$ cat config.mk
export PLATFORM = sky130hd
export DESIGN_NAME = code_loader
export DESIGN_NICKNAME = d
export VERILOG_FILES = /design/src/rtl/code_loader_pkg.sv /design/src/rtl/code_loader_timeout.sv /design/src/rtl/code_loader.sv
export SDC_FILE = /design/constraint.sdc
export NUM_CORES = 1
export LEC_CHECK = 0
export ABC_AREA = 1
export CORE_ASPECT_RATIO = 0.5
export CORE_MARGIN = 2
export CORE_UTILIZATION = 45
export DETAILED_ROUTE_END_ITERATION = 16
export DONT_BUFFER_PORTS = 1
export SLEW_MARGIN = 25
export SYNTH_ARGS = -nofsm -noshare
export SYNTH_HDL_FRONTEND = slang
export SYNTH_SLANG_ARGS = --single-unit
$ cat constraint.sdc
create_clock -name clock -period 3 [get_ports clock]
set_clock_uncertainty 0.05 [all_clocks]
set_input_delay 0.3 -clock clock [delete_from_list [all_inputs] [get_ports clock]]
set_output_delay 0.3 -clock clock [all_outputs]
set_load 0.03 [all_outputs]
$ cat src/rtl/code_loader_pkg.sv
`default_nettype none
// ============================================================================
//  Module   : code_loader_pkg
//  Brief    : Shared CPU constants (code memory geometry) and the program
//             loader's state encoding and stream-protocol helpers.
//  Revision : 1.0 - initial release
// ============================================================================
package code_loader_pkg;

    // Code memory geometry, shared with the code memory and the PC
    localparam int CODE_ADDR_W = 6;
    localparam int CODE_DEPTH  = 64;
    localparam int CODE_WORD_W = 16;

    // Stream protocol: length byte, then each word high byte first, then an
    // XOR checksum over every preceding byte (seeded with the length byte).
    localparam int BYTE_W = 8;

    typedef enum logic [2:0] {
        S_IDLE  = 3'd0,
        S_LEN   = 3'd1,
        S_HI    = 3'd2,
        S_LO    = 3'd3,
        S_WRITE = 3'd4,
        S_CSUM  = 3'd5,
        S_DONE  = 3'd6,
        S_ERR   = 3'd7
    } loader_state_t;

    // Running checksum update for one accepted stream byte
    function automatic logic [BYTE_W-1:0] csum_step(input logic [BYTE_W-1:0] acc,
                                                    input logic [BYTE_W-1:0] b);
        return acc ^ b;
    endfunction

endpackage
`default_nettype wire

$ cat src/rtl/code_loader_timeout.sv
`default_nettype none
// ============================================================================
//  Module   : loader_timeout
//  Brief    : Idle-cycle counter for the program loader. Counts while enabled
//             and not cleared; flags expiry on the cycle the count would reach
//             TIMEOUT_CYCLES. A TIMEOUT_CYCLES of 0 disables expiry.
//  Revision : 1.0 - initial release
// ============================================================================
module loader_timeout #(
    parameter int TIMEOUT_CYCLES = 1000000
) (
    input  logic clock,
    input  logic reset,
    input  logic clear,
    input  logic enable,
    output logic expired
);

    localparam int CNT_W = (TIMEOUT_CYCLES > 1) ? $clog2(TIMEOUT_CYCLES) : 1;

    generate
        if (TIMEOUT_CYCLES == 0) begin : g_disabled
            logic w_unused;
            assign w_unused = &{1'b0, clock, reset, clear, enable};
            assign expired  = 1'b0;
        end else begin : g_enabled
            localparam logic [CNT_W-1:0] c_limit = CNT_W'(TIMEOUT_CYCLES - 1);
            logic [CNT_W-1:0] r_count;

            // Idle counter: restarts on any accepted byte or outside waiting states
            always_ff @(posedge clock or posedge reset) begin
                if (reset) begin
                    r_count <= '0;
                end else if (clear || !enable) begin
                    r_count <= '0;
                end else begin
                    r_count <= r_count + 1'b1;
                end
            end

            // Expiry fires on the cycle whose edge completes the idle budget
            assign expired = enable && !clear && (r_count == c_limit);
        end
    endgenerate

endmodule
`default_nettype wire

$ cat src/rtl/code_loader.sv
`default_nettype none
// ============================================================================
//  Module   : code_loader
//  Brief    : Byte-stream program loader feeding the code memory write port.
//             Assembles 16-bit words (high byte first), writes them one per
//             WRITE cycle, validates an XOR checksum and holds the CPU (busy)
//             for the duration of the load.
//  Revision : 1.0 - initial release
// ============================================================================
module code_loader
    import code_loader_pkg::*;
#(
    parameter int ADDR_W         = CODE_ADDR_W,
    parameter int DEPTH          = CODE_DEPTH,
    parameter int TIMEOUT_CYCLES = 1000000
) (
    input  logic                   clock,
    input  logic                   reset,
    input  logic                   start,
    input  logic                   byte_valid,
    input  logic [BYTE_W-1:0]      byte_data,
    output logic                   byte_ready,
    output logic                   c1,
    output logic [ADDR_W-1:0]      write_select,
    output logic [CODE_WORD_W-1:0] inp,
    output logic                   busy,
    output logic                   done,
    output logic                   error,
    output logic [ADDR_W:0]        words_written
);

    loader_state_t     r_state;
    logic [BYTE_W-1:0] r_csum;
    logic [ADDR_W:0]   r_len;

    logic              w_accept;
    logic              w_tmo_en;
    logic              w_expired;
    logic              w_len_bad;
    logic [ADDR_W:0]   w_words_next;

    assign w_accept     = byte_valid && byte_ready;
    assign w_tmo_en     = (r_state == S_HI) || (r_state == S_LO) || (r_state == S_CSUM);
    assign w_len_bad    = (byte_data == '0) || ({24'd0, byte_data} > 32'(DEPTH));
    assign w_words_next = words_written + 1'b1;

    loader_timeout #(
        .TIMEOUT_CYCLES (TIMEOUT_CYCLES)
    ) u_timeout (
        .clock   (clock),
        .reset   (reset),
        .clear   (w_accept),
        .enable  (w_tmo_en),
        .expired (w_expired)
    );

    // Load sequencer with all outputs registered alongside the state
    always_ff @(posedge clock or posedge reset) begin
        if (reset) begin
            r_state       <= S_IDLE;
            r_csum        <= '0;
            r_len         <= '0;
            byte_ready    <= 1'b0;
            c1            <= 1'b0;
            write_select  <= '0;
            inp           <= '0;
            busy          <= 1'b0;
            done          <= 1'b0;
            error         <= 1'b0;
            words_written <= '0;
        end else begin
            c1 <= 1'b0;
            case (r_state)
                S_IDLE: begin
                    if (start) begin
                        done          <= 1'b0;
                        error         <= 1'b0;
                        words_written <= '0;
                        r_csum        <= '0;
                        write_select  <= '0;
                        busy          <= 1'b1;
                        byte_ready    <= 1'b1;
                        r_state       <= S_LEN;
                    end
                end
                S_LEN: begin
                    if (w_accept) begin
                        r_csum <= byte_data;
                        if (w_len_bad) begin
                            byte_ready <= 1'b0;
                            busy       <= 1'b0;
                            error      <= 1'b1;
                            r_state    <= S_ERR;
                        end else begin
                            r_len   <= (ADDR_W+1)'(byte_data);
                            r_state <= S_HI;
                        end
                    end
                end
                S_HI: begin
                    if (w_accept) begin
                        inp[CODE_WORD_W-1:BYTE_W] <= byte_data;
                        r_csum                    <= csum_step(r_csum, byte_data);
                        r_state                   <= S_LO;
                    end else if (w_expired) begin
                        byte_ready <= 1'b0;
                        busy       <= 1'b0;
                        error      <= 1'b1;
                        r_state    <= S_ERR;
                    end
                end
                S_LO: begin
                    if (w_accept) begin
                        inp[BYTE_W-1:0] <= byte_data;
                        r_csum          <= csum_step(r_csum, byte_data);
                        byte_ready      <= 1'b0;
                        c1              <= 1'b1;
                        r_state         <= S_WRITE;
                    end else if (w_expired) begin
                        byte_ready <= 1'b0;
                        busy       <= 1'b0;
                        error      <= 1'b1;
                        r_state    <= S_ERR;
                    end
                end
                S_WRITE: begin
                    write_select  <= write_select + 1'b1;
                    words_written <= w_words_next;
                    byte_ready    <= 1'b1;
                    r_state       <= (w_words_next == r_len) ? S_CSUM : S_HI;
                end
                S_CSUM: begin
                    if (w_accept) begin
                        byte_ready <= 1'b0;
                        busy       <= 1'b0;
                        if (byte_data == r_csum) begin
                            done    <= 1'b1;
                            r_state <= S_DONE;
                        end else begin
                            error   <= 1'b1;
                            r_state <= S_ERR;
                        end
                    end else if (w_expired) begin
                        byte_ready <= 1'b0;
                        busy       <= 1'b0;
                        error      <= 1'b1;
                        r_state    <= S_ERR;
                    end
                end
                S_DONE:  r_state <= S_IDLE;
                S_ERR:   r_state <= S_IDLE;
                default: r_state <= S_IDLE;
            endcase
        end
    end

endmodule
`default_nettype wire
# --- Word level (Yosys, flattened, before mapping) ---
# Index checks and enable logic that the tools add are counted.
classes:
  n_addsub: 3
  n_lt_le_gt_ge: 1
  eq_ne: 19
  n_mux: 43
  bitwise: 2
  n_reduce_logical: 29
op_table:
  columns: ["op", "n"]
  rows:
  - ["$mux W3", 8]
  - ["$mux W8", 3]
  - ["$pmux W8 S3", 1]
  - ["$mux W1", 21]
  - ["$pmux W3 S7", 1]
  - ["$add A20 B1 Y20 const B", 1]
  - ["$eq A20 B20 Y1 const B", 1]
  - ["$mux W20", 1]
  - ["$pmux W7 S2", 1]
  - ["$eq A3 B3 Y1 const B", 4]
  - ["$pmux W6 S2", 1]
  - ["$reduce_and A5 Y1", 2]
  - ["$eq A8 B8 Y1", 1]
  - ["$gt A8 B7 Y1 const B", 1]
  - ["$logic_not A8 Y1", 1]
  - ["$ne A2 B1 Y1 const B", 4]
  - ["$ne A2 B2 Y1 const B", 4]
  - ["$pmux W1 S4", 2]
  - ["$reduce_and A2 Y1", 4]
  - ["$reduce_and A4 Y1", 2]
  - ["$xor A8 B8 Y8", 1]
  - ["$add A7 B1 Y7 const B", 1]
  - ["$eq A7 B7 Y1", 1]
  - ["$mux W7", 1]
  - ["other kinds (19)", 29]
totals:
  reg_bits: 72
  inputBits: 12
  output_inout_bits: 34
  wordCells: 110

# --- Depth between registers and ports, before layout ---
# Gate-level depths: netlist (run 1).
logic_depth:
  word_depth: 8
  depth_mapped: 12
  depth_no_buf: 12

# --- Cells and area by module ---
# Synthesis (run 1) repeated with hierarchy kept, for this count alone.
hier_totals:
  cells_unflattened: 518
  hier_area_um2: 3998.8
by_module_without_submodules:
  columns: ["mod", "instances", "cells_per_inst", "area_per_inst_um2", "seq_area_each_um2"]
  rows:
  - ["code_loader", 1, 352, 2788.9, 1301.2]
  - ["loader_timeout", 1, 166, 1209.9, 500.5]

# --- Worst setup path before layout (run 1) ---
# No wires, ideal clock.
synth_path:
  path_type: "register to register"
  start: "reg words_written[0]"
  end: "reg r_state[0]"
  setup_time_ps: 77
  arrival_time_ps: 1679
  required_time_ps: 2873
  setup_slack_ps: 1193
  path_stages_with_launch: 12
  n_path_buf: 0
  period_less_slack_ps: 1807
  cell_sequence: "dfrtp_1 ha_1 nand2_1 nor2_1 nand2_1 nand2_1 nand2_1 nand2_1 nand2_1 nor2_1 nand3_1 a21oi_1"
synth_between:
  elab_chain_cells: 4
synth_lines:
  columns: ["item", "line_no", "rtl"]
  rows:
  - ["start: declaration", "code_loader.sv:29", "output logic [ADDR_W:0] words_written"]
  - ["start signal: assignment", "code_loader.sv:128", "words_written <= w_words_next;"]
  - ["$add A7 B1 Y7", "code_loader.sv:45", "assign w_words_next = words_written + 1'b1;"]
  - ["$eq A7 B7 Y1", "code_loader.sv:130", "r_state <= (w_words_next == r_len) ? S_CSUM : S_HI;"]
  - ["$mux W3", "code_loader.sv:130", null]
  - ["$pmux W3 S7", "code_loader.sv:73", "case (r_state)"]
  - ["end signal: assignment", "code_loader.sv:130", null]
  - ["end: declaration", "code_loader.sv:32", "loader_state_t r_state;"]
# No other way between the ends.
# A chain may end at the register's enable or synchronous reset.

# --- Worst setup path in the final report (run 1) ---
layout_path:
  start: "reg words_written[0]"
  end: "reg r_state[2]"
# The elaborated chain is that of the path after synthesis.

==> results.md, run 1 <==
* First-pass GRT wire length at 14.92 mm
* Final Cycle Share at 0.7000
* TritonCTS clock tree: done
* Most numerous cell in the Yosys netlist: nand2_1
* Worst Tran Pin Value at 711.4 ps
* Share of Yosys cell area claimed by the top area cell type at 0.4698
* Simple-gate area share of the yosys netlist at 0.2878
* Setup TNS at 0 ps
* CP arrival at 2300 ps
* Utilization after layout at 0.5231
* Pwr Total at 4.508 mW
* R2r worst-path depth at 11
* Placed instance count at 599
* Cell internal pwr at 2.545 mW
* Power density cells at 1058 nW/µm²
* Final WS setup at 899.9 ps
* Post-synth EDFFs at 0
* Die Wd at 134.6 µm
* Vias/cell at 5.088
* Congestion Overflow GR at 0
* Rows at 23
* Cell Area, Synth at 3835 µm²
* Switching power at 1.963 mW
* RSZ-0062 raised after global routing: false
* 1st-pass router iterations at 4
* Multiplexer share of the synthesized area at 0.006525
* Syn-to-layout area delta at 11.09%
* Hold WC Path Type: input pin to register
* Post-synth top area cell: dfrtp_1
* Sequential share of power at 0.429
* H-tree depth at 3
* Final Critical Period at 2100 ps
* Initial antenna violation count at 0
* Slew Limit Fails at 0
* Syn_nets at 508
* Root Buffer Master: clkbuf_16
* Final-report hold violation count at 0
* Diode count at 0
* Clock power frac at 0.249
* Combinational cell fraction of total power at 0.322
* HPWL after DPL at 6.186 mm
* Average wire per standard cell at 13.61 µm
* Post-synthesis adder-cell area fraction at 0.009788
* Worst Hold Depth at 2
* Detailed Route WL at 8.386 mm
* DRT iter0 DRCs at 178
* Core Region at 8144 µm²
* Number of CTS-inserted buffers at 9
* Worst hold margin at 50.18 ps
* Status: complete, no violations
* Synth Area in Compound Gates at 0.1325
* Sw Share at 0.4355
* Post-CTS Resized at 0
* Non-filler instance count after layout at 616
* Fmax at 476.2 MHz
* Slew Limit Headroom at 0.5251
* Post-DP Area at 3931 µm²
* Distinct cell type count after synthesis at 38
* Final setup vio count at 0
* Setup slack at placement at 968.5 ps
* DRT antenna net count at 0
* Synth area leaders: dfrtp_1 (47%), nand2_1 (13%), inv_1 (5.7%)
* Crit start category: register
* Avg Inst Size Synth at 7.779 µm²
* Via count at 3134
* IO buf count at 0
* Syn Inst Count at 493
* Post-synth top cells: nand2_1 (130), dfrtp_1 (72), inv_1 (58), nor2_1 (58), o21ai_0 (34)
* Number of I/O pins at 46
* Die Y at 69.28 µm
* P_leak at 1.962 nW
* Post-layout instance area at 4260 µm²
* CTS sink cnt at 72
* Setup CP Type: register to register
* RD Place Congestion at 0.8608
* Ys async rst share at 1.000
* Ys flop type: dfrtp_1
* Clock Latency Late Sink at 320 ps
* Layout cells sized above 1 at 0.09524
* Max_cap viols at 0
* Clk pin slew, worst setup/hold paths at 60 ps
* Endpoint class of the critical path: register
* Main combinational cell family by area after synthesis: simple AND/OR/NAND/NOR gates
* Largest net degree at the start of global routing at 40
* Initial cell density of the core at 0.4709
* Die area at 9321 µm²
* Vias in the first global route at 3137
* CP Max Fanout at 7
* Yosys Warn Count at 0
* Register area share after synthesis at 0.4698
* Max clock buf depth at 2
* Nets at 514
* Synth Register Bits at 72
* Gr usage total at 0.1999
* XOR/XNOR share of the synthesized area at 0.01370
* Maximum VDD drop at 0.6535 mV
* Critical Path RT at 3200 ps
* DRC Markers at 0
==> per-layer routing <==
metal / global-route usage / routed length [µm] / vias to the layer above
met2: 0.3078 / 3647 / 50
met4: 0.04211 / 54 / 0
met3: 0.06360 / 463 / 9
met1: 0.2786 / 4221 / 1463
met5: 0 / 0 / -
li1: - / - / 1612
==> path summary, 6_finish.rpt <==
check	slack, ps	from	end
hold / removal	50	byte_data[3]	r_len[3]
setup reg to reg	900	words_written[0]	r_state[2]
min in group asynchronous	510	reset	u_timeout.g_enabled.r_count[8]
setup / recovery	900	words_written[0]	r_state[2]
hold reg to reg	410	u_timeout.g_enabled.r_count[0]	u_timeout.g_enabled.r_count[0]
max in group asynchronous	1740	reset	r_csum[7]
==> final cells by class <==
cell class	instances	area (µm²)
Timing Repair Buffer	2	30.03
Tap cell	112	140.1
Inverter	64	242.7
Multi-Input combinational cell	350	1727
Fill cell	806	3884
Clock inverter	2	35.03
Clock buffer	14	284.0
Sequential cell	72	1802
==> worst max-delay path, cell delays in order (launching register included) <==
cell and delay (ps):
dfrtp_1 630, ha_1 250, nand2_1 110, nor2_1 220
nand2_1 70, nand2_1 80, nand2_1 70, nand2_1 60
nand2_1 40, nor2_1 160, nand3_1 130, a21oi_1 150
==> cells in the final DEF, fill, tap and decap left out, types with 9 or more instances in the layout <==
master     count
nor2_1        58
nor3_1        10
nand3_1       22
a21oi_1       23
clkbuf_16      9
inv_1         57
nand2_1      130
dfrtp_1       72
o22ai_1       15
o21ai_0       34
==> kinds of logic (layout without fill, tap and decap cells) <==
kind of cell    Yosys count  after routing
buf+inv                  71             82
compound gates           90             90
flops                    72             72
xor+xnor                  6              6
fa+ha+maj                 3              3
mux                       2              2
simple gates            249            249
==> flip-flops by register name (all words and copies together) (netlist names) <==
name and cells:
write_select 6, r_state 3, r_csum 8, byte_ready 1, error 1, r_len 7, inp 16, done 1
words_written 7, busy 1, u_timeout.g_enabled.r_count 20, c1 1
==> timing repair <==
| item | 4_1_cts | 5_1_grt |
|---|---|---|
| hold endpoints to repair | 33 | 0 |
| hold buffers | 1 | 0 |
| buffers inserted | 0 | 0 |
==> power by group through the flow <==
stage	Sequential, mW	Clock [mW]	Combinational, mW
2_1_floorplan	1.86	0	1.27
4_1_cts	1.94	1.14	1.46
3_5_place_dp	1.95	0	1.46
5_1_grt	1.98	1.19	1.71
3_3_place_gp	1.95	0	1.44
6_report	1.94	1.12	1.45
Note: power is estimated with default switching activity, not from simulation.
==> inputs of run 2 (changes only) <==
--- a/config.mk
+++ b/config.mk
@@ -5,7 +5,7 @@
 export SDC_FILE = /design/constraint.sdc
 export NUM_CORES = 1
 export LEC_CHECK = 0
-export ABC_AREA = 1
+export ABC_AREA = 0
 export CORE_ASPECT_RATIO = 0.5
 export CORE_MARGIN = 2
 export CORE_UTILIZATION = 45
==> constraint.sdc (replaced) <==
create_clock -name clock -period 1.9 [get_ports clock]
set_clock_uncertainty 0.05 [all_clocks]
set_input_delay 0.19 -clock clock [delete_from_list [all_inputs] [get_ports clock]]
set_output_delay 0.19 -clock clock [all_outputs]
set_load 0.03 [all_outputs]
==> run 2 against run 1 <==
Against the previous run: the flow now finishes with violations (setup timing); worst setup slack got worse by 950 ps; maximum frequency up 7.9%; critical path depth fell by 5; cell area grew 14%; first-iteration DRC count up 2.8%; power up 40%; core utilization is 8.4 points higher; via count decreased by 1.7%; flip-flop and latch count did not move; global-route usage increased by 1.8 points; combinational power is 29% higher.
==> results.md, run 2 <==
* Status: finished, violations left (was complete, no violations)
* Failing checks: setup timing
* Die Wd at 131.9 µm (was 134.6 µm)
* Cell Area, Synth at 3681 µm² (was 3835 µm²)
* Regs by FF count: u_timeout.g_enabled.r_count x20, inp x16, r_csum x8 (unchanged)
* First-pass GRT wire length at 14.88 mm (was 14.92 mm)
* Initial antenna violation count at 0 (unchanged)
* Final WS setup at -45.53 ps (was 899.9 ps)
* Slew Limit Headroom at 0.5340 (was 0.5251)
* Final-report hold violation count at 0 (unchanged)
* Avg Inst Size Synth at 10.03 µm² (was 7.779 µm²)
* Endpoint class of the critical path: register (unchanged)
* Power density cells at 1306 nW/µm² (was 1058 nW/µm²)
* Synth area leaders: dfrtp_1 (49%), mux2_2 (7.0%), xnor2_1 (5.2%) (was dfrtp_1 (47%), nand2_1 (13%), inv_1 (5.7%))
* Distinct cell type count after synthesis at 49 (was 38)
* Worst-path cell chain: buf_6, nand4_1, or4b_4, buf_6, or3_4, a21oi_2 (was ha_1, nand2_1, nor2_1, nand2_1, nand2_1, nand2_1, nand2_1, nand2_1, nor2_1, nand3_1, a21oi_1)
* Crit start category: register (unchanged)
* Ys flop type: dfrtp_1 (unchanged)
* Register area share after synthesis at 0.4895 (was 0.4698)
* TritonCTS clock tree: done (unchanged)
* Post-synth EDFFs at 0 (unchanged)
* IO buf count at 0 (unchanged)
* Most frequent cells in the layout: dfrtp_1 (69), buf_4 (69), nor2_1 (34) (was nand2_1 (130), dfrtp_1 (72), nor2_1 (58))
* WP buf/inv at 2 (was 0)
* Maximum VDD drop at 0.5415 mV (was 0.6535 mV)
* Slowest CP cell: or4b_4 (was dfrtp_1)
* Layout cells sized above 1 at 0.2998 (was 0.09524)
* Clock Latency Late Sink at 330 ps (was 320 ps)
* Final Cycle Share at 1.024 (was 0.7000)
* Post-synth top area cell: dfrtp_1 (unchanged)
* Clk pin slew, worst setup/hold paths at 60 ps (about the same)
* RSZ-0062 raised after global routing: true (was false)
* Largest reg by FF count: u_timeout.g_enabled.r_count (unchanged)
* Utilization after layout at 0.6073 (was 0.5231)
* Final setup vio count at 2 (was 0)
* CTS sink cnt at 72 (unchanged)
* Fmax at 514.0 MHz (was 476.2 MHz)
* RD Place Congestion at 0.9162 (was 0.8608)
* Worst Tran Pin Value at 694.3 ps (was 711.4 ps)
* Die Y at 67.96 µm (was 69.28 µm)
* Nets at 457 (was 514)
* Share of Yosys cell area claimed by the top area cell type at 0.4895 (was 0.4698)
* P_leak at 2.130 nW (was 1.962 nW)
* Via count at 3080 (was 3134)
* Diode count at 0 (unchanged)
* CP arrival at 2160 ps (was 2300 ps)
* Wire length on met1 at 4.397 mm (was 4.221 mm)
* Root Buffer Master: clkbuf_16 (unchanged)
* DRT antenna net count at 0 (unchanged)
* Vias in the first global route at 2922 (was 3137)
* Gr usage total at 0.2183 (was 0.1999)
* Slew Limit Fails at 0 (unchanged)
* Filler cell count at 679 (was 806)
* Post-synth top cells: dfrtp_1 (72), o21ai_0 (36), nor2_1 (35), nand2_1 (25), mux2_2 (23) (was nand2_1 (130), dfrtp_1 (72), inv_1 (58), nor2_1 (58), o21ai_0 (34))
* CP Max Fanout at 5 (was 7)
* Non-filler instance count after layout at 559 (was 616)
* Detailed Route WL at 9.360 mm (was 8.386 mm)
* Ys async rst share at 1.000 (unchanged)
* Met3 wire len at 549 µm (was 463 µm)
* Syn_nets at 382 (was 508)
* Delay-heaviest family, CP: simple AND/OR/NAND/NOR gates (unchanged)
* Setup TNS at -78.08 ps (was 0 ps)
* CP max stage delay at 570 ps (was 630 ps)
* Max clock buf depth at 2 (unchanged)
* Number of CTS-inserted buffers at 9 (unchanged)
* Core Region at 7971 µm² (was 8144 µm²)
* Final Critical Period at 1946 ps (was 2100 ps)
* Critical Path RT at 2110 ps (was 3200 ps)
* Largest net degree at the start of global routing at 38 (was 40)
* Max reg flops at 20 (unchanged)
* Placed instance count at 529 (was 599)
* Die area at 8964 µm² (was 9321 µm²)
* Multi-input logic area at 1856 µm² (was 1727 µm²)
* Syn Inst Count at 367 (was 493)
* Rows at 23 (unchanged)
* Number of I/O pins at 46 (unchanged)
* Syn-to-layout area delta at 31.51% (was 11.09%)
* 1st-pass router iterations at 5 (was 4)
* Met2 wire length at 4.275 mm (was 3.647 mm)
* Synth Register Bits at 72 (unchanged)
* DRT iter0 DRCs at 183 (was 178)
* Reg area at 1805 µm² (was 1802 µm²)
* DRC Markers at 0 (unchanged)
* Congestion Overflow GR at 0 (unchanged)
* Worst path most repeated cell: buf_6 (was nand2_1)
* Yosys Warn Count at 0 (unchanged)
* H-tree depth at 3 (unchanged)
* HPWL after DPL at 6.576 mm (was 6.186 mm)
* Average wire per standard cell at 16.74 µm (was 13.61 µm)
* Initial cell density of the core at 0.4618 (was 0.4709)
* Setup slack at placement at -342.4 ps (was 968.5 ps)
* R2R Setup Slk at -50 ps (was 900 ps)
* Setup CP Type: register to register (unchanged)
* Vias/cell at 5.510 (was 5.088)
* Highest metal used: met4 (unchanged)
* Hold WC Path Type: input pin to register (unchanged)
* Max_cap viols at 0 (unchanged)
* Most numerous cell in the Yosys netlist: dfrtp_1 (was nand2_1)
==> run 2: final timing paths <==
path	cells after the start	to	startpoint
min in group asynchronous	2	write_select[3]	reset
max in group asynchronous	3	r_csum[2]	reset
setup reg to reg	6	u_timeout.g_enabled.r_count[13]	u_timeout.g_enabled.r_count[8]
hold reg to reg	1	u_timeout.g_enabled.r_count[0]	u_timeout.g_enabled.r_count[0]
hold / removal	2	r_csum[0]	byte_data[0]
setup / recovery	6	u_timeout.g_enabled.r_count[13]	u_timeout.g_enabled.r_count[8]
==> run 2: timing repair <==
| item | CTS | global route |
|---|---|---|
| endpoints found under the setup margin | 6 | 16 |
| hold endpoints to repair | 47 | 0 |
| resized for setup | 10 | 14 |
| hold buffers | 10 | 0 |
| pin swaps | 1 | 5 |
| buffers inserted | 0 | 4 |
==> run 2: cell type report <==
class | instances | area share
sequential | 72 | 0.3730
multi-input combinational | 265 | 0.3833
inverter | 11 | 0.009305
clock inverter | 5 | 0.01654
clock buffer | 11 | 0.05014
tap | 112 | 0.02895
timing repair buffer | 83 | 0.1388
==> run 2: logic make-up after synthesis <==
logic type / after synthesis / synth area share
compound gates: 74 / 0.1312
simple gates: 130 / 0.1832
fa+ha+maj: 3 / 0.01020
buf+inv: 30 / 0.03093
xor+xnor: 32 / 0.07614
flops: 72 / 0.4895
mux: 26 / 0.07886
==> run 2: worst reg2reg max path, delay by kind of cell, from the launching register on <==
family	cells	cell delay [ps]
flip-flops	1	400
buffers and inverters	2	280
AND/OR/NAND/NOR	3	1030
AO/OA/AOI/OAI	1	120
==> run 2: per-stage QoR <==
stage / total power [mW] / instance area, µm² / hold WS, ps
final: 6.323 / 4841 / 94.24
after global routing: 6.643 / 4841 / 98.57
after CTS: 6.337 / 4758 / 87.27
after detailed placement: 4.439 / 4297 / 38.39
after global placement: 4.383 / 4297 / 30.50
after floorplan: 3.798 / 3699 / 283.1
==> run 2: power by group <==
part | switching (mW) | total, mW | leakage [nW] | internal [mW]
Clock | 0.645 | 1.83 | 0.152 | 1.18
Combinational | 0.983 | 1.87 | 1.03 | 0.887
Sequential | 0.702 | 2.62 | 0.953 | 1.92
==> run 2: per-layer routing <==
| layer | vias to the layer above | track usage |
|---|---|---|
| met5 | - | 0 |
| met4 | 0 | 0.06929 |
| met3 | 15 | 0.06593 |
| met2 | 80 | 0.3451 |
| met1 | 1509 | 0.2927 |
| li1 | 1476 | - |
==> inputs of run 3 (changes only) <==
--- a/config.mk
+++ b/config.mk
@@ -14,4 +14,5 @@
 export SLEW_MARGIN = 25
 export SYNTH_ARGS = -nofsm -noshare
 export SYNTH_HDL_FRONTEND = slang
+export SYNTH_HIERARCHICAL = 1
 export SYNTH_SLANG_ARGS = --single-unit
==> run 3 against run 2 <==
Against the previous run: the flow still finishes with violations (setup timing); first-iteration DRC count increased by 8.7%; sequential share of layout area shrank 0.27 points; largest cell class unchanged; routed wire length is 0.31% lower; cell area up 0.72%; non-clock buffer count fell by 13; count of clock-buffer cells in the layout rose by 1; register-to-register slack worse by 60 ps; clock power grew 4%; core utilization is 0.66 points higher; worst hold slack got worse by 9.1 ps; largest power group is now clock; synthesized cell count down 1.6%.
==> results.md, run 3 <==
* Critical R2R Launch: words_written[0] (was u_timeout.g_enabled.r_count[8])
* Worst Tran Pin Value at 774.0 ps (was 694.3 ps)
* Syn Inst Count at 361 (was 367)
* Placed instance count at 513 (was 529)
* Gr usage total at 0.2273 (was 0.2183)
* Hold WC Path Type: input pin to register (unchanged)
* Regs by FF count: u_timeout/g_enabled.r_count x20, inp x16, r_csum x8 (was u_timeout.g_enabled.r_count x20, inp x16, r_csum x8)
* DRC Markers at 0 (unchanged)
* Diode count at 0 (unchanged)
* Ys async rst share at 1.000 (unchanged)
* Maximum VDD drop at 0.4272 mV (was 0.5415 mV)
* IO buf count at 0 (unchanged)
* Final-report hold violation count at 0 (unchanged)
* GR peak layer: met2 (unchanged)
* DRT antenna net count at 0 (unchanged)
* Detailed Route WL at 9.331 mm (was 9.360 mm)
* Sw Share at 0.2007 (was 0.3687)
* Cell internal pwr at 2.827 mW (was 3.992 mW)
* Failing checks: setup timing (unchanged)
* Rows at 23 (unchanged)
* Vias/cell at 5.615 (was 5.510)
* Commonest non-fill, non-tap cell in the layout: dfrtp_1
* Status: finished, violations left (unchanged)
* Non-filler instance count after layout at 543 (was 559)
* RD Place Congestion at 0.8090 (was 0.9162)
* Ys flop type: dfrtp_1 (unchanged)
* Critical Path RT at 2070 ps (was 2110 ps)
* Average wire per standard cell at 17.18 µm (was 16.74 µm)
* Power density cells at 725.5 nW/µm² (was 1306 nW/µm²)
* Setup TNS at -400.0 ps (was -78.08 ps)
* Switching power at 710.0 µW (was 2.331 mW)
* Max_cap viols at 0 (unchanged)
* Multiplexer share of the synthesized area at 0.07988 (was 0.07886)
* Slew Limit Fails at 0 (unchanged)
* Avg Inst Size Synth at 10.11 µm² (was 10.03 µm²)
* CTS sink cnt at 72 (unchanged)
* Max reg flops at 20 (unchanged)
* Filler cell count at 672 (was 679)
* Main combinational cell family by area after synthesis: simple AND/OR/NAND/NOR gates (unchanged)
* H-tree depth at 3 (unchanged)
* DRT iter0 DRCs at 199 (was 183)
* Die Wd at 131.4 µm (was 131.9 µm)
* Die Y at 67.68 µm (was 67.96 µm)
* Simple-gate area share of the yosys netlist at 0.1697 (was 0.1832)
* Sequential share of power at 0.434 (was 0.415)
* Nets at 441 (was 457)
* XOR/XNOR share of the synthesized area at 0.07679 (was 0.07614)
* Largest reg by FF count: u_timeout/g_enabled.r_count (was u_timeout.g_enabled.r_count)
* Most numerous cell in the Yosys netlist: dfrtp_1 (unchanged)
* Final setup vio count at 5 (was 2)
* Via count at 3049 (was 3080)
* Setup CP Type: register to register (unchanged)
* Share of Yosys cell area claimed by the top area cell type at 0.4937 (was 0.4895)
* Syn-to-layout area delta at 33.60% (was 31.51%)
* Final Cycle Share at 1.058 (was 1.024)
* RSZ-0062 raised after global routing: true (unchanged)
* Yosys Warn Count at 6 (was 0)
* Most frequent cells in the layout: dfrtp_1 (69), buf_4 (55), o21ai_0 (37) (was dfrtp_1 (69), buf_4 (69), nor2_1 (34))
* P_leak at 2.147 nW (was 2.130 nW)
* Post-synthesis adder-cell area fraction at 0.01028 (was 0.01020)
* Clk pin slew, worst setup/hold paths at 60 ps (about the same)
* Layout cells sized above 1 at 0.3341 (was 0.2998)
* HPWL after DPL at 6.193 mm (was 6.576 mm)
* Root Buffer Master: clkbuf_16 (unchanged)
* Congestion Overflow GR at 0 (unchanged)
* Distinct cell type count after synthesis at 48 (was 49)
* Cell Area, Synth at 3650 µm² (was 3681 µm²)
* Utilization after layout at 0.6139 (was 0.6073)
* Synth area leaders: dfrtp_1 (49%), mux2_2 (7.1%), xnor2_1 (6.0%) (was dfrtp_1 (49%), mux2_2 (7.0%), xnor2_1 (5.2%))
* Vias in the first global route at 3092 (was 2922)
* Number of I/O pins at 46 (unchanged)
* Worst setup path start: words_written[0] (was u_timeout.g_enabled.r_count[8])
* GR Util met1 at 0.2755 (was 0.2927)
* Synth Area in Compound Gates at 0.1426 (was 0.1312)
* CP Max Fanout at 3 (was 5)
* Endpoint class of the critical path: register (unchanged)
* First-pass GRT wire length at 15.53 mm (was 14.88 mm)
* Die area at 8890 µm² (was 8964 µm²)
* Number of CTS-inserted buffers at 9 (unchanged)
* Slew Limit Headroom at 0.4835 (was 0.5340)
* Clock Latency Late Sink at 340 ps (was 330 ps)
* Syn_nets at 376 (was 382)
* Crit start category: register (unchanged)
* Combinational cell fraction of total power at 0.027 (was 0.296)
* Setup slack at placement at -414.4 ps (was -342.4 ps)
* 1st-pass router iterations at 4 (was 5)
* Worst hold margin at 85.18 ps (was 94.24 ps)
* Largest net degree at the start of global routing at 29 (was 38)
* Core Region at 7943 µm² (was 7971 µm²)
* Fmax at 497.4 MHz (was 514.0 MHz)
* Final WS setup at -110.3 ps (was -45.53 ps)
* Clock power frac at 0.539 (was 0.289)
* Final Critical Period at 2010 ps (was 1946 ps)
* Max clock buf depth at 2 (unchanged)
* Synth Register Bits at 72 (unchanged)
* Post-synth top cells: dfrtp_1 (72), o21ai_0 (40), nor2_1 (32), nand2_1 (30), xnor2_1 (25) (was dfrtp_1 (72), o21ai_0 (36), nor2_1 (35), nand2_1 (25), mux2_2 (23))
* GR Util met3 at 0.07508 (was 0.06593)
* Initial antenna violation count at 0 (unchanged)
* TritonCTS clock tree: done (unchanged)
* Post-synth EDFFs at 0 (unchanged)
* Initial cell density of the core at 0.4595 (was 0.4618)
* Hold Path Origin: start (was byte_data[0])
* Register area share after synthesis at 0.4937 (was 0.4895)
* Global Route met2 Usage at 0.3862 (was 0.3451)
* Post-synth top area cell: dfrtp_1 (unchanged)
* CP arrival at 2190 ps (was 2160 ps)
==> run 3: changes by cell type after synthesis, sizes merged, moves of 3 or more <==
| cell | previous run | this run |
|---|---|---|
| nand3 | 18 | 15 |
| and2 | 5 | 2 |
| xor2 | 10 | 7 |
| a21oi | 6 | 10 |
| nand2 | 25 | 30 |
| xnor2 | 22 | 25 |
| nor4b | 4 | 0 |
| clkbuf | 18 | 14 |
| a32oi | 3 | 0 |
| o21ai | 37 | 41 |
| nor2 | 35 | 32 |
==> run 3: routing by layer <==
layer,part of all wire,vias up,wire (µm)
li1,-,1436,-
met1,0.45,1510,4193
met2,0.47,84,4425
met3,0.056,19,524
met4,0.020,0,189
met5,0,-,0
==> run 3: timing repair <==
action / 4_1_cts / 5_1_grt
setup endpoints to repair: 6 / 24
pin swaps: 4 / 9
hold buffers: 9 / 0
setup buffers: 3 / 2
gates resized for setup: 13 / 16
endpoints found under the hold margin: 75 / 0
==> run 3: worst max-delay path: stages (launching register included) <==
cell,delay (ps)
dfrtp_2,430
ha_4,180
and3_4,200
xnor2_4,130
nor4_4,320
a41oi_2,180
a21o_1,180
a31o_2,220
==> run 3: worst paths after layout <==
path / cells past startpoint / to / slack, ps
max: 7 / r_state[1] / -110
min: 2 / busy / 90
max reg2reg: 7 / r_state[1] / -110
min reg2reg: 2 / u_timeout/g_enabled.r_count[0] / 480
max in group asynchronous: 2 / u_timeout/g_enabled.r_count[0] / 880
min in group asynchronous: 2 / inp[7] / 320
==> run 3: cells by family (layout without fill, tap and decap cells) <==
group | Yosys count | after routing
and+or+nand+nor | 120 | 120
buffers and inverters | 26 | 96
DFF | 72 | 72
adders and majority gates | 3 | 3
xor gates and xnor gates | 32 | 32
muxes | 26 | 26
AOI/OAI and AO/OA | 82 | 82
==> run 3: final cells by class <==
type                       instances  area (µm²)  share of cell area
clock inverter                     4       75.07             0.01540
timing repair buffer              70       588.1              0.1206
tap                              112       140.1             0.02874
multi-input combinational        263        1961              0.4021
clock buffer                      12       266.5             0.05466
sequential                        72        1805              0.3703
inverter                          10       40.04            0.008211
==> run 3: metrics by stage <==
stage / power, mW / instance area (µm²)
floorplan: 1.613 / 3786
global placement: 1.628 / 4264
CTS: 3.563 / 4775
global route: 3.643 / 4876
finish: 3.537 / 4876
detailed placement: 1.630 / 4264
==> run 3: power by group through the flow <==
stage | registers, mW | clock network (mW) | logic (mW)
after CTS | 1.54 | 1.93 | 0.0938
after floorplan | 1.56 | 0 | 0.0506
after global placement | 1.56 | 0 | 0.0658
after global routing | 1.53 | 2.00 | 0.105
after detailed placement | 1.56 | 0 | 0.0675
final | 1.54 | 1.91 | 0.0949
